### src/rtl/nmea_pkg.sv
// Shared types and constants for the $GPZDA sentence parser.
// The optional checksum check is enabled by defining NMEA_ZDA_CHKSUM_EN.
package nmea_pkg;

   // Parser FSM states
   typedef enum logic [3:0] {
      ST_IDLE,
      ST_HDR,
      ST_TIME,
      ST_FRAC,
      ST_DAY,
      ST_MONTH,
      ST_YEAR,
      ST_SKIP,
      ST_CHK_HI,
      ST_CHK_LO
   } nmea_state_e;

   // ASCII constants
   localparam logic [7:0] CH_DOLLAR = 8'h24;
   localparam logic [7:0] CH_COMMA  = 8'h2C;
   localparam logic [7:0] CH_STAR   = 8'h2A;
   localparam logic [7:0] CH_DOT    = 8'h2E;
   localparam logic [7:0] CH_ZERO   = 8'h30;
   localparam logic [7:0] CH_NINE   = 8'h39;
   localparam logic [7:0] CH_UPPER_A = 8'h41;
   localparam logic [7:0] CH_UPPER_F = 8'h46;

   // Header that must follow '$', including the first field separator
   localparam int HDR_LEN = 6;
   localparam logic [0:HDR_LEN-1][7:0] HDR_STR = {8'h47, 8'h50, 8'h5A, 8'h44, 8'h41, 8'h2C};

   // Field digit counts
   localparam int PAIR_DIGITS  = 2;
   localparam int DAY_DIGITS   = 2;
   localparam int MONTH_DIGITS = 2;
   localparam int YEAR_DIGITS  = 4;

   // Accumulator geometry
   localparam int ACC_W = 14;
   localparam int CNT_W = 4;

   // Output field widths
   localparam int HOUR_W  = 5;
   localparam int MIN_W   = 6;
   localparam int SEC_W   = 6;
   localparam int DAY_W   = 5;
   localparam int MONTH_W = 4;
   localparam int YEAR_W  = 12;

   // Uppercase hexadecimal character test
   function automatic logic is_hex(input logic [7:0] b);
      return ((b >= CH_ZERO) && (b <= CH_NINE)) || ((b >= CH_UPPER_A) && (b <= CH_UPPER_F));
   endfunction

   // Value of an uppercase hex character (only meaningful when is_hex is true)
   function automatic logic [3:0] hex_val(input logic [7:0] b);
      logic [7:0] v;
      if (b <= CH_NINE) v = b - CH_ZERO;
      else              v = b - (CH_UPPER_A - 8'd10);
      return v[3:0];
   endfunction

endpackage

### src/rtl/nmea_dec_acc.sv
// Decimal digit accumulator: value = value*10 + digit, plus a digit count.
// Asserting clear together with the digit strobe starts a new number with
// that digit, so back-to-back fields need no idle cycle between them.
module nmea_dec_acc
   import nmea_pkg::*;
(
   input  logic             clk,
   input  logic             rst,
   input  logic             clr_i,
   input  logic             dig_stb_i,
   input  logic [7:0]       ascii_i,
   output logic [ACC_W-1:0] value_o,
   output logic [CNT_W-1:0] count_o,
   output logic             is_digit_o
);

   logic [ACC_W-1:0] val_q, val_d, base_val;
   logic [CNT_W-1:0] cnt_q, cnt_d, base_cnt;

   assign is_digit_o = (ascii_i >= CH_ZERO) && (ascii_i <= CH_NINE);
   assign value_o    = val_q;
   assign count_o    = cnt_q;

   // Next value: optional clear, then x*10 as (x<<3)+(x<<1) plus the low nibble of the ASCII digit
   always_comb begin
      base_val = clr_i ? '0 : val_q;
      base_cnt = clr_i ? '0 : cnt_q;
      val_d    = base_val;
      cnt_d    = base_cnt;
      if (dig_stb_i) begin
         val_d = (base_val << 3) + (base_val << 1) + {{(ACC_W-4){1'b0}}, ascii_i[3:0]};
         if (base_cnt != '1) cnt_d = base_cnt + 1'b1;
      end
   end

   // Accumulator registers
   always_ff @(posedge clk) begin
      if (rst) begin
         val_q <= '0;
         cnt_q <= '0;
      end else begin
         val_q <= val_d;
         cnt_q <= cnt_d;
      end
   end

endmodule

### src/rtl/nmea_zda_ctrl.sv
// $GPZDA sentence controller: header match, field split, decimal conversion,
// and publication of a coherent UTC time/date set with a one-cycle strobe.
// Define NMEA_ZDA_CHKSUM_EN to parse and verify the two-digit XOR checksum;
// otherwise the sentence is published on '*'.
// Handshake: a byte is consumed on every rising clk edge where rx_valid_i is
// high; there is no back-pressure, so one byte per cycle is always accepted.
module nmea_zda_ctrl
   import nmea_pkg::*;
#(
   parameter int MAX_FRAC = 6
) (
   input  logic               clk,
   input  logic               rst,
   input  logic [7:0]         rx_data_i,
   input  logic               rx_valid_i,
   output logic [HOUR_W-1:0]  hour_o,
   output logic [MIN_W-1:0]   minute_o,
   output logic [SEC_W-1:0]   second_o,
   output logic [DAY_W-1:0]   day_o,
   output logic [MONTH_W-1:0] month_o,
   output logic [YEAR_W-1:0]  year_o,
   output logic               time_valid_o,
   output logic               parse_err_o,
   output logic               busy_o,
   output nmea_state_e        state_o
);

   nmea_state_e state_q, state_d;
   logic [2:0]  hdr_idx_q, hdr_idx_d;
   logic [1:0]  pair_q, pair_d;          // which hh/mm/ss pair the TIME field is on

   logic [HOUR_W-1:0]  sh_hour_q, sh_hour_d;
   logic [MIN_W-1:0]   sh_min_q, sh_min_d;
   logic [SEC_W-1:0]   sh_sec_q, sh_sec_d;
   logic [DAY_W-1:0]   sh_day_q, sh_day_d;
   logic [MONTH_W-1:0] sh_mon_q, sh_mon_d;
   logic [YEAR_W-1:0]  sh_year_q, sh_year_d;

   logic time_valid_q, parse_err_q;
   logic publish, err;

   logic             acc_clr, acc_stb, is_digit;
   logic [ACC_W-1:0] acc_val;
   logic [CNT_W-1:0] acc_cnt;
   logic             acc_unused;

`ifdef NMEA_ZDA_CHKSUM_EN
   logic [7:0] chk_q, chk_d;
   logic [3:0] chk_hi_q, chk_hi_d;
`endif

   // Accumulator bits above the widest field are never published
   assign acc_unused = ^acc_val[ACC_W-1:YEAR_W];

   nmea_dec_acc u_acc (
      .clk        (clk),
      .rst        (rst),
      .clr_i      (acc_clr),
      .dig_stb_i  (acc_stb),
      .ascii_i    (rx_data_i),
      .value_o    (acc_val),
      .count_o    (acc_cnt),
      .is_digit_o (is_digit)
   );

   // Next-state, field latching, accumulator control and checksum update
   always_comb begin
      state_d   = state_q;
      hdr_idx_d = hdr_idx_q;
      pair_d    = pair_q;
      sh_hour_d = sh_hour_q;
      sh_min_d  = sh_min_q;
      sh_sec_d  = sh_sec_q;
      sh_day_d  = sh_day_q;
      sh_mon_d  = sh_mon_q;
      sh_year_d = sh_year_q;
      acc_clr   = 1'b0;
      acc_stb   = 1'b0;
      publish   = 1'b0;
      err       = 1'b0;
`ifdef NMEA_ZDA_CHKSUM_EN
      chk_d     = chk_q;
      chk_hi_d  = chk_hi_q;
`endif
      if (rx_valid_i) begin
         if (rx_data_i == CH_DOLLAR) begin
            // '$' always (re)starts a sentence; an interrupted one is dropped silently
            state_d   = ST_HDR;
            hdr_idx_d = '0;
            acc_clr   = 1'b1;
`ifdef NMEA_ZDA_CHKSUM_EN
            chk_d     = '0;
`endif
         end else begin
`ifdef NMEA_ZDA_CHKSUM_EN
            if ((state_q == ST_HDR) || (state_q == ST_TIME) || (state_q == ST_FRAC) ||
                (state_q == ST_DAY) || (state_q == ST_MONTH) || (state_q == ST_YEAR) ||
                (state_q == ST_SKIP)) begin
               if (rx_data_i != CH_STAR) chk_d = chk_q ^ rx_data_i;
            end
`endif
            case (state_q)
               ST_IDLE: ;
               ST_HDR: begin
                  if (rx_data_i == HDR_STR[hdr_idx_q]) begin
                     if (hdr_idx_q == 3'(HDR_LEN-1)) begin
                        state_d = ST_TIME;
                        acc_clr = 1'b1;
                        pair_d  = '0;
                     end else begin
                        hdr_idx_d = hdr_idx_q + 3'd1;
                     end
                  end else begin
                     state_d = ST_IDLE;  // some other sentence type
                  end
               end
               ST_TIME: begin
                  if (is_digit) begin
                     if (acc_cnt == CNT_W'(PAIR_DIGITS)) begin
                        // previous pair complete: latch it and start the next pair with this digit
                        if (pair_q == 2'd2) begin
                           err = 1'b1;
                        end else begin
                           if (pair_q == 2'd0) sh_hour_d = acc_val[HOUR_W-1:0];
                           else                sh_min_d  = acc_val[MIN_W-1:0];
                           pair_d  = pair_q + 2'd1;
                           acc_clr = 1'b1;
                           acc_stb = 1'b1;
                        end
                     end else begin
                        acc_stb = 1'b1;
                     end
                  end else if (((rx_data_i == CH_DOT) || (rx_data_i == CH_COMMA)) &&
                               (pair_q == 2'd2) && (acc_cnt == CNT_W'(PAIR_DIGITS))) begin
                     sh_sec_d = acc_val[SEC_W-1:0];
                     acc_clr  = 1'b1;
                     state_d  = (rx_data_i == CH_DOT) ? ST_FRAC : ST_DAY;
                  end else begin
                     err = 1'b1;
                  end
               end
               ST_FRAC: begin
                  if (is_digit) begin
                     if (acc_cnt >= CNT_W'(MAX_FRAC)) err = 1'b1;
                     else                              acc_stb = 1'b1;
                  end else if (rx_data_i == CH_COMMA) begin
                     acc_clr = 1'b1;
                     state_d = ST_DAY;
                  end else begin
                     err = 1'b1;
                  end
               end
               ST_DAY: begin
                  if (is_digit) begin
                     if (acc_cnt == CNT_W'(DAY_DIGITS)) err = 1'b1;
                     else                               acc_stb = 1'b1;
                  end else if ((rx_data_i == CH_COMMA) && (acc_cnt == CNT_W'(DAY_DIGITS))) begin
                     sh_day_d = acc_val[DAY_W-1:0];
                     acc_clr  = 1'b1;
                     state_d  = ST_MONTH;
                  end else begin
                     err = 1'b1;
                  end
               end
               ST_MONTH: begin
                  if (is_digit) begin
                     if (acc_cnt == CNT_W'(MONTH_DIGITS)) err = 1'b1;
                     else                                 acc_stb = 1'b1;
                  end else if ((rx_data_i == CH_COMMA) && (acc_cnt == CNT_W'(MONTH_DIGITS))) begin
                     sh_mon_d = acc_val[MONTH_W-1:0];
                     acc_clr  = 1'b1;
                     state_d  = ST_YEAR;
                  end else begin
                     err = 1'b1;
                  end
               end
               ST_YEAR: begin
                  if (is_digit) begin
                     if (acc_cnt == CNT_W'(YEAR_DIGITS)) err = 1'b1;
                     else                                acc_stb = 1'b1;
                  end else if ((rx_data_i == CH_COMMA) && (acc_cnt == CNT_W'(YEAR_DIGITS))) begin
                     sh_year_d = acc_val[YEAR_W-1:0];
                     acc_clr   = 1'b1;
                     state_d   = ST_SKIP;
                  end else begin
                     err = 1'b1;
                  end
               end
               ST_SKIP: begin
                  // zone fields are not used; only the '*' matters
                  if (rx_data_i == CH_STAR) begin
`ifdef NMEA_ZDA_CHKSUM_EN
                     state_d = ST_CHK_HI;
`else
                     publish = 1'b1;
                     state_d = ST_IDLE;
`endif
                  end
               end
`ifdef NMEA_ZDA_CHKSUM_EN
               ST_CHK_HI: begin
                  if (is_hex(rx_data_i)) begin
                     chk_hi_d = hex_val(rx_data_i);
                     state_d  = ST_CHK_LO;
                  end else begin
                     err = 1'b1;
                  end
               end
               ST_CHK_LO: begin
                  if (is_hex(rx_data_i) && ({chk_hi_q, hex_val(rx_data_i)} == chk_q)) publish = 1'b1;
                  else                                                                 err = 1'b1;
                  state_d = ST_IDLE;
               end
`endif
               default: state_d = ST_IDLE;
            endcase
         end
      end
      if (err) state_d = ST_IDLE;
   end

   // State, shadow and output registers; outputs move only on a publish
   always_ff @(posedge clk) begin
      if (rst) begin
         state_q      <= ST_IDLE;
         hdr_idx_q    <= '0;
         pair_q       <= '0;
         sh_hour_q    <= '0;
         sh_min_q     <= '0;
         sh_sec_q     <= '0;
         sh_day_q     <= '0;
         sh_mon_q     <= '0;
         sh_year_q    <= '0;
         hour_o       <= '0;
         minute_o     <= '0;
         second_o     <= '0;
         day_o        <= '0;
         month_o      <= '0;
         year_o       <= '0;
         time_valid_q <= 1'b0;
         parse_err_q  <= 1'b0;
      end else begin
         state_q      <= state_d;
         hdr_idx_q    <= hdr_idx_d;
         pair_q       <= pair_d;
         sh_hour_q    <= sh_hour_d;
         sh_min_q     <= sh_min_d;
         sh_sec_q     <= sh_sec_d;
         sh_day_q     <= sh_day_d;
         sh_mon_q     <= sh_mon_d;
         sh_year_q    <= sh_year_d;
         time_valid_q <= publish;
         parse_err_q  <= err;
         if (publish) begin
            hour_o   <= sh_hour_q;
            minute_o <= sh_min_q;
            second_o <= sh_sec_q;
            day_o    <= sh_day_q;
            month_o  <= sh_mon_q;
            year_o   <= sh_year_q;
         end
      end
   end

`ifdef NMEA_ZDA_CHKSUM_EN
   // Running XOR and the received high checksum nibble
   always_ff @(posedge clk) begin
      if (rst) begin
         chk_q    <= '0;
         chk_hi_q <= '0;
      end else begin
         chk_q    <= chk_d;
         chk_hi_q <= chk_hi_d;
      end
   end
`endif

   assign time_valid_o = time_valid_q;
   assign parse_err_o  = parse_err_q;
   assign busy_o       = (state_q != ST_IDLE);
   assign state_o      = state_q;

endmodule

### config.mk
export PLATFORM = sky130hd
export DESIGN_NAME = nmea_zda_ctrl
export DESIGN_NICKNAME = d
export VERILOG_FILES = /design/src/rtl/nmea_pkg.sv /design/src/rtl/nmea_dec_acc.sv /design/src/rtl/nmea_zda_ctrl.sv
export SDC_FILE = /design/constraint.sdc
export NUM_CORES = 1
export LEC_CHECK = 0
export CORE_MARGIN = 4
export CORE_UTILIZATION = 60
export CTS_CLUSTER_DIAMETER = 40
export DETAILED_ROUTE_END_ITERATION = 12
export PLACE_DENSITY = 0.92
export RECOVER_POWER = 25
export SLEW_MARGIN = 10
export SYNTH_ARGS = -nofsm -noshare
export SYNTH_HDL_FRONTEND = slang
export SYNTH_HIERARCHICAL = 1
export SYNTH_SLANG_ARGS = --single-unit
### constraint.sdc
create_clock -name clk -period 13.1 [get_ports clk]
set_clock_uncertainty 0.15 [all_clocks]
set_input_delay 2.62 -clock clk [delete_from_list [all_inputs] [get_ports clk]]
set_output_delay 2.62 -clock clk [all_outputs]
set_load 0.05 [all_outputs]
# --- Word level (Yosys, flattened, before mapping) ---
# Memories as Yosys holds them, arrays and structs flattened.
# Cells that the tools add are included.
op_classes:
  n_addsub: 5
  eq_ne: 36
  order_cmp: 4
  bitwise: 5
  n_mux: 79
  n_reduce_logical: 23
op_table:
  columns: ["cell", "count"]
  rows:
  - ["$mux W4", 17]
  - ["$mux W1", 43]
  - ["$ne A3 B3 Y1 const B", 11]
  - ["$eq A8 B6 Y1 const B", 4]
  - ["$pmux W4 S8", 1]
  - ["$mux W13", 2]
  - ["$eq A4 B3 Y1 const B", 5]
  - ["$reduce_and A5 Y1", 4]
  - ["$mux W8", 2]
  - ["$mux W3", 5]
  - ["$ne A2 B2 Y1 const B", 7]
  - ["$reduce_and A14 Y1", 1]
  - ["$reduce_and A7 Y1", 2]
  - ["$add A13 B13 Y13", 1]
  - ["$add A13 B4 Y13", 1]
  - ["$eq A4 B2 Y1 const B", 3]
  - ["$mux W2", 5]
  - ["$eq A8 B8 Y1", 1]
  - ["$ge A8 B6 Y1 const B", 1]
  - ["$le A8 B6 Y1 const B", 1]
  - ["$ne A4 B4 Y1 const B", 2]
  - ["$pmux W1 S4", 2]
  - ["$reduce_and A8 Y1", 1]
  - ["$reduce_bool A2 Y1", 3]
  - ["other kinds (19)", 27]
totals:
  n_memories: 1
  output_inout_bits: 45
  wordCells: 172
  in_bits: 11
  rom_bits: 64
  register_bits: 104
mem_list:
  columns: ["name", "depth", "word_bits", "rd", "rd_ports_with_merged_regs", "write_ports", "line", "source"]
  rows:
  - ["(no name shown)", 8, 8, 1, 0, 0, "nmea_zda_ctrl.sv:105", "if (rx_data_i == HDR_STR[hdr_idx_q]) begin"]

# --- Longest topological paths before layout ---
depth:
  depth_word: 13
  depth_mapped: 19
  depth_no_buf: 19

# --- Hierarchy ---
# Netlist, hierarchy kept.
modules_own_cells:
  columns: ["mod", "n_inst", "seq_area_each_um2", "cells_each", "area_per_inst_um2"]
  rows:
  - ["nmea_zda_ctrl", 1, 1721.7, 472, 3927.5]
  - ["nmea_dec_acc", 1, 360.3, 175, 1482.7]

# --- Worst setup path after synthesis ---
# OpenSTA, ideal clock, no wires.
synth_path:
  kind: "input -> register"
  from: "input port rx_data_i[4]"
  to: "register u_acc.val_q[8] (netlist: u_acc/value_o[8])"
  setup_time_ps: 122
  n_path_buf: 1
  arrival_ps: 6260
  t_required_ps: 12828
  path_stages: 15
  path_slack_ps: 6567
  path_cell_list: "or4b_1 nor4_1 mux2i_1 o32ai_1 o31a_1 clkbuf_1 nor2b_1 ha_1 ha_1 fa_1 a21oi_1 o21ai_2 a21oi_2 nor4_1 a221o_2"
synth_between:
  elab_chain_cells: 13
  word_cells_on_any_way: 35
  cone_classes: "add/sub (2); order compare (2); eq/ne (4); mux (21); reduce/logical (6)"
synth_rtl:
  columns: ["item", "line", "source"]
  rows:
  - ["from (decl)", "nmea_zda_ctrl.sv:14", "input logic [7:0] rx_data_i,"]
  - ["parallel branches: the longest is 7 deep, another holds $ge A8 B6 Y1", null, null]
  - ["$mux W1 *", "nmea_zda_ctrl.sv:86", "if (rx_data_i == CH_DOLLAR) begin"]
  - ["$mux W1 *", "nmea_zda_ctrl.sv:85", "if (rx_valid_i) begin"]
  - ["net acc_clr", "nmea_zda_ctrl.sv:42", "logic acc_clr, acc_stb, is_digit;"]
  - ["$mux W13 *", "nmea_dec_acc.sv:26", "base_val = clr_i ? '0 : val_q;"]
  - ["$add A13 B13 Y13", "nmea_dec_acc.sv:31", "val_d = (base_val << 3) + (base_val << 1) + {{(ACC_W-4){1'b0}}, ascii_i[3:0]};"]
  - ["$add A13 B4 Y13", "nmea_dec_acc.sv:31", null]
  - ["$mux W13 *", "nmea_dec_acc.sv:30", "if (dig_stb_i) begin"]
  - ["to (signal assigned)", "nmea_dec_acc.sv:42", "val_q <= val_d;"]
  - ["to (decl)", "nmea_dec_acc.sv:17", "logic [ACC_W-1:0] val_q, val_d, base_val;"]
# Mark *: on every way through the listed nets, which the timed path passes.
# A chain may end at the register's enable or synchronous reset.

# --- Final worst setup path ---
layout_path:
  from: "input port rx_data_i[1]"
  to: "register u_acc.val_q[8] (netlist: u_acc/value_o[8])"
layout_between:
  word_cells_on_any_way: 35
  cone_classes: "add/sub (2); order compare (2); eq/ne (4); mux (21); reduce/logical (6)"
layout_lines:
  columns: ["item", "line", "source"]
  rows:
  - ["$ge A8 B6 Y1 or $le A8 B6 Y1 (tied branches)", "nmea_dec_acc.sv:20", "assign is_digit_o = (ascii_i >= CH_ZERO) && (ascii_i <= CH_NINE);"]
  - ["$logic_and A1 B1 Y1 *", "nmea_dec_acc.sv:20", null]
  - ["net is_digit", "nmea_zda_ctrl.sv:42", null]
  - ["$mux W1, on equally long branches", null, null]
  - ["$pmux W1 S5 *", "nmea_zda_ctrl.sv:102", "case (state_q)"]
  - ["$mux W1 *", "nmea_zda_ctrl.sv:86", null]
  - ["$mux W1 *", "nmea_zda_ctrl.sv:85", null]
  - ["net acc_clr", "nmea_zda_ctrl.sv:42", null]
  - ["$mux W13 *", "nmea_dec_acc.sv:26", null]
  - ["$add A13 B13 Y13", "nmea_dec_acc.sv:31", null]
  - ["$add A13 B4 Y13", "nmea_dec_acc.sv:31", null]
  - ["$mux W13 *", "nmea_dec_acc.sv:30", null]
# The timed path passes the listed nets; every way through them passes the cells marked *.

==> summary.md <==
| Metric | Value |
|---|---|
| Final slew viol count | 0 |
| Final hold vios | 0 |
| Rows | 33 |
| Ant. Diodes | 0 |
| Number of hold buffers added after cts | 0 |
| Vias in the first global route | 4,342 |
| Crit path kind | in2reg |
| Actual slew at the worst max-slew pin | 0.9859 ns |
| Post-CTS sizing | 0 |
| Power density cells | 86.85 nW/um2 |
| Largest net degree at the start of global routing | 104 |
| Setup TNS | 0 ns |
| Die Span X | 100.9 um |
| GRT Residual Overflow | 0 |
| Worst rel slew slack | 34.27% |
| H-tree depth | 3 |
| Initial DRC count | 300 |
| Synth Warn # | 6 |
| PortBufs | 54 |
| Period utilisation layout | 56.63% |
| Vias/cell | 5.966 |
| Register area | 2042 um2 |
| WP data arrival | 7.53 ns |
| Vias | 4,528 |
| RSZ-0062 raised after global routing | no |
| CTS tree | built |
| Reg2reg end | u_acc/value_o[8] |
| # DRC | 0 |
| Initial Util | 62.42% |
| FMAX | 134.8 MHz |
| Layout net count | 691 |
| Area of the multi-input gates | 2915 um2 |
| Die Height | 100.9 um |
| Wire per inst | 16.37 um |
| Worst Hold Path Cells | 2 |
| Syn avg cell area | 8.382 um2 |
| Tmin final | 7.418 ns |
| Clock transition at the registers of the reported paths | 0.11 ns |
| Clk root buf | clkbuf_8 |
| Utilization after layout | 71.19% |
| Post-synth net total | 659 |
| FF-to-FF Start | hdr_idx_q[0] |
| Synth Cell Area | 5180 um2 |
| Clock tree sinks | 102 |
| First-pass GRT wire length | 20,470 um |
| IO Count | 56 |
| CTS Buffer Depth | 2 |
| Post-CTS setup buffers | 0 |
| Clk_lat worst skew | 0.36 ns |
| RD Place Congestion | 0.9716 |
| Critical-path maximum fanout | 15 |
| Layout cell share with drive strength beyond 1 | 5.657% |
| Synth Instances | 618 |
| Routed Antenna Nets | 0 |
| Core area | 8299 um2 |
| Drt total wl | 12,430 um |
| First-pass DRT Iterations | 5 |
| Beginning of the worst hold path | sh_min_q[0] |
| Area growth from synthesis to layout | 14.06% |
| Crit end category | flop |
| FILL cells | 628 |
| Status | finished clean |
| GRT Total Usage | 24.96% |
| WHS | 0.3007 ns |
| Antenna violations before repair | 0 |
| Die area | 10,180 um2 |
| Critical Path RT | 13.21 ns |
| CTS buffer count | 9 |
| HPWL after DPL | 8889 um |
| Worst Hold Class | reg2reg |
| Leak Pwr | 2.413 nW |
| Worst Reg2Reg Path Length in Cells | 18 |
| Worst vdd ir | 62.33 uV |
| Min-Delay Endpoint | minute_o[0] |
| Setup violators final | 0 |
| Startpoint Class | primary input |
| Max-Cap Viols | 0 |
| Reg2Reg Setup Slack | 8.28 ns |
-- cells in the final DEF, fill, tap and decap left out, drive strengths merged, types with 5 or more instances in the layout --
cell	n
nand2	108
dfxtp	102
nor2	65
a21oi	60
mux2i	45
dlygate4sd3	36
ha	28
inv	21
nor2b	17
clkdlybuf4s50	17
o21ai	14
nand3	12
nand2b	10
clkbuf	9
nor3	7
xor2	6
nand4	6
buf	6
a31oi	5
nor4	5
-- per-stage QoR --
step	cell area, um2	std cells	total power, mW	setup slack [ns]
final	5908	759	0.5131	5.682
after global routing	5908	759	0.5293	5.380
after CTS	5908	759	0.5149	5.775
after detailed placement	5729	744	0.3349	5.405
after global placement	5729	744	0.3345	5.681
after floorplan	5180	618	0.3283	6.660
-- power by group --
group	total [mW]	switching, mW	internal, mW
clock network	0.185	0.113	0.0717
logic	0.0181	0.0126	0.00552
registers	0.310	0.0000207	0.310
total	0.513	0.126	0.387
-- worst max-delay path by stage --
stage / start / to
6_report: rx_data_i[1] / u_acc/value_o[8]
5_1_grt: rx_data_i[1] / u_acc/value_o[8]
4_1_cts: rx_data_i[1] / u_acc/value_o[8]
3_5_place_dp: rx_data_i[1] / u_acc/value_o[8]
3_3_place_gp: rx_data_i[1] / u_acc/value_o[8]
2_1_floorplan: rx_data_i[4] / u_acc/value_o[8]
-- registers in the layout (all words and copies together), names as in the netlist --
name / flops
day_o: 5
minute_o: 6
state_o: 3
month_o: 4
parse_err_o: 1
year_o: 12
u_acc/value_o: 12
time_valid_o: 1
sh_year_q: 12
sh_min_q: 6
hdr_idx_q: 3
sh_hour_q: 5
sh_mon_q: 4
hour_o: 5
second_o: 6
sh_day_q: 5
sh_sec_q: 6
u_acc/count_o: 4
pair_q: 2
-- worst max-delay path: stages --
cell             delay, ns
clkdlybuf4s50_1       0.66
o21ai_0               0.14
and4_1                0.39
nor4_1                0.63
mux2i_1               0.15
o32ai_1               0.25
o31a_1                0.51
inv_1                 0.16
nand2_1               0.18
inv_1                 0.07
ha_1                  0.20
ha_1                  0.21
fa_1                  0.42
a21oi_1               0.25
o21ai_2               0.08
a21oi_2               0.21
nor4_1                0.07
a221o_2               0.34
-- cell type report --
class / instances / area share [%]
multi-input cells: 460 / 49.34
flip-flops and latches: 102 / 34.56
repair buffers: 59 / 9.699
well taps: 105 / 2.224
clock buffers: 9 / 2.097
inverters: 18 / 1.144
clock inverters: 6 / 0.9318
-- metal layers --
metal  vias up  wire [um]  global-route usage (%)
li1       2221          -                       -
met1      2136       5345                   31.98
met2       149       6134                   42.63
met3        22        691                   4.360
met4         0        256                   8.078
met5         -          0                       0
Power figures use the tool's default switching activity.
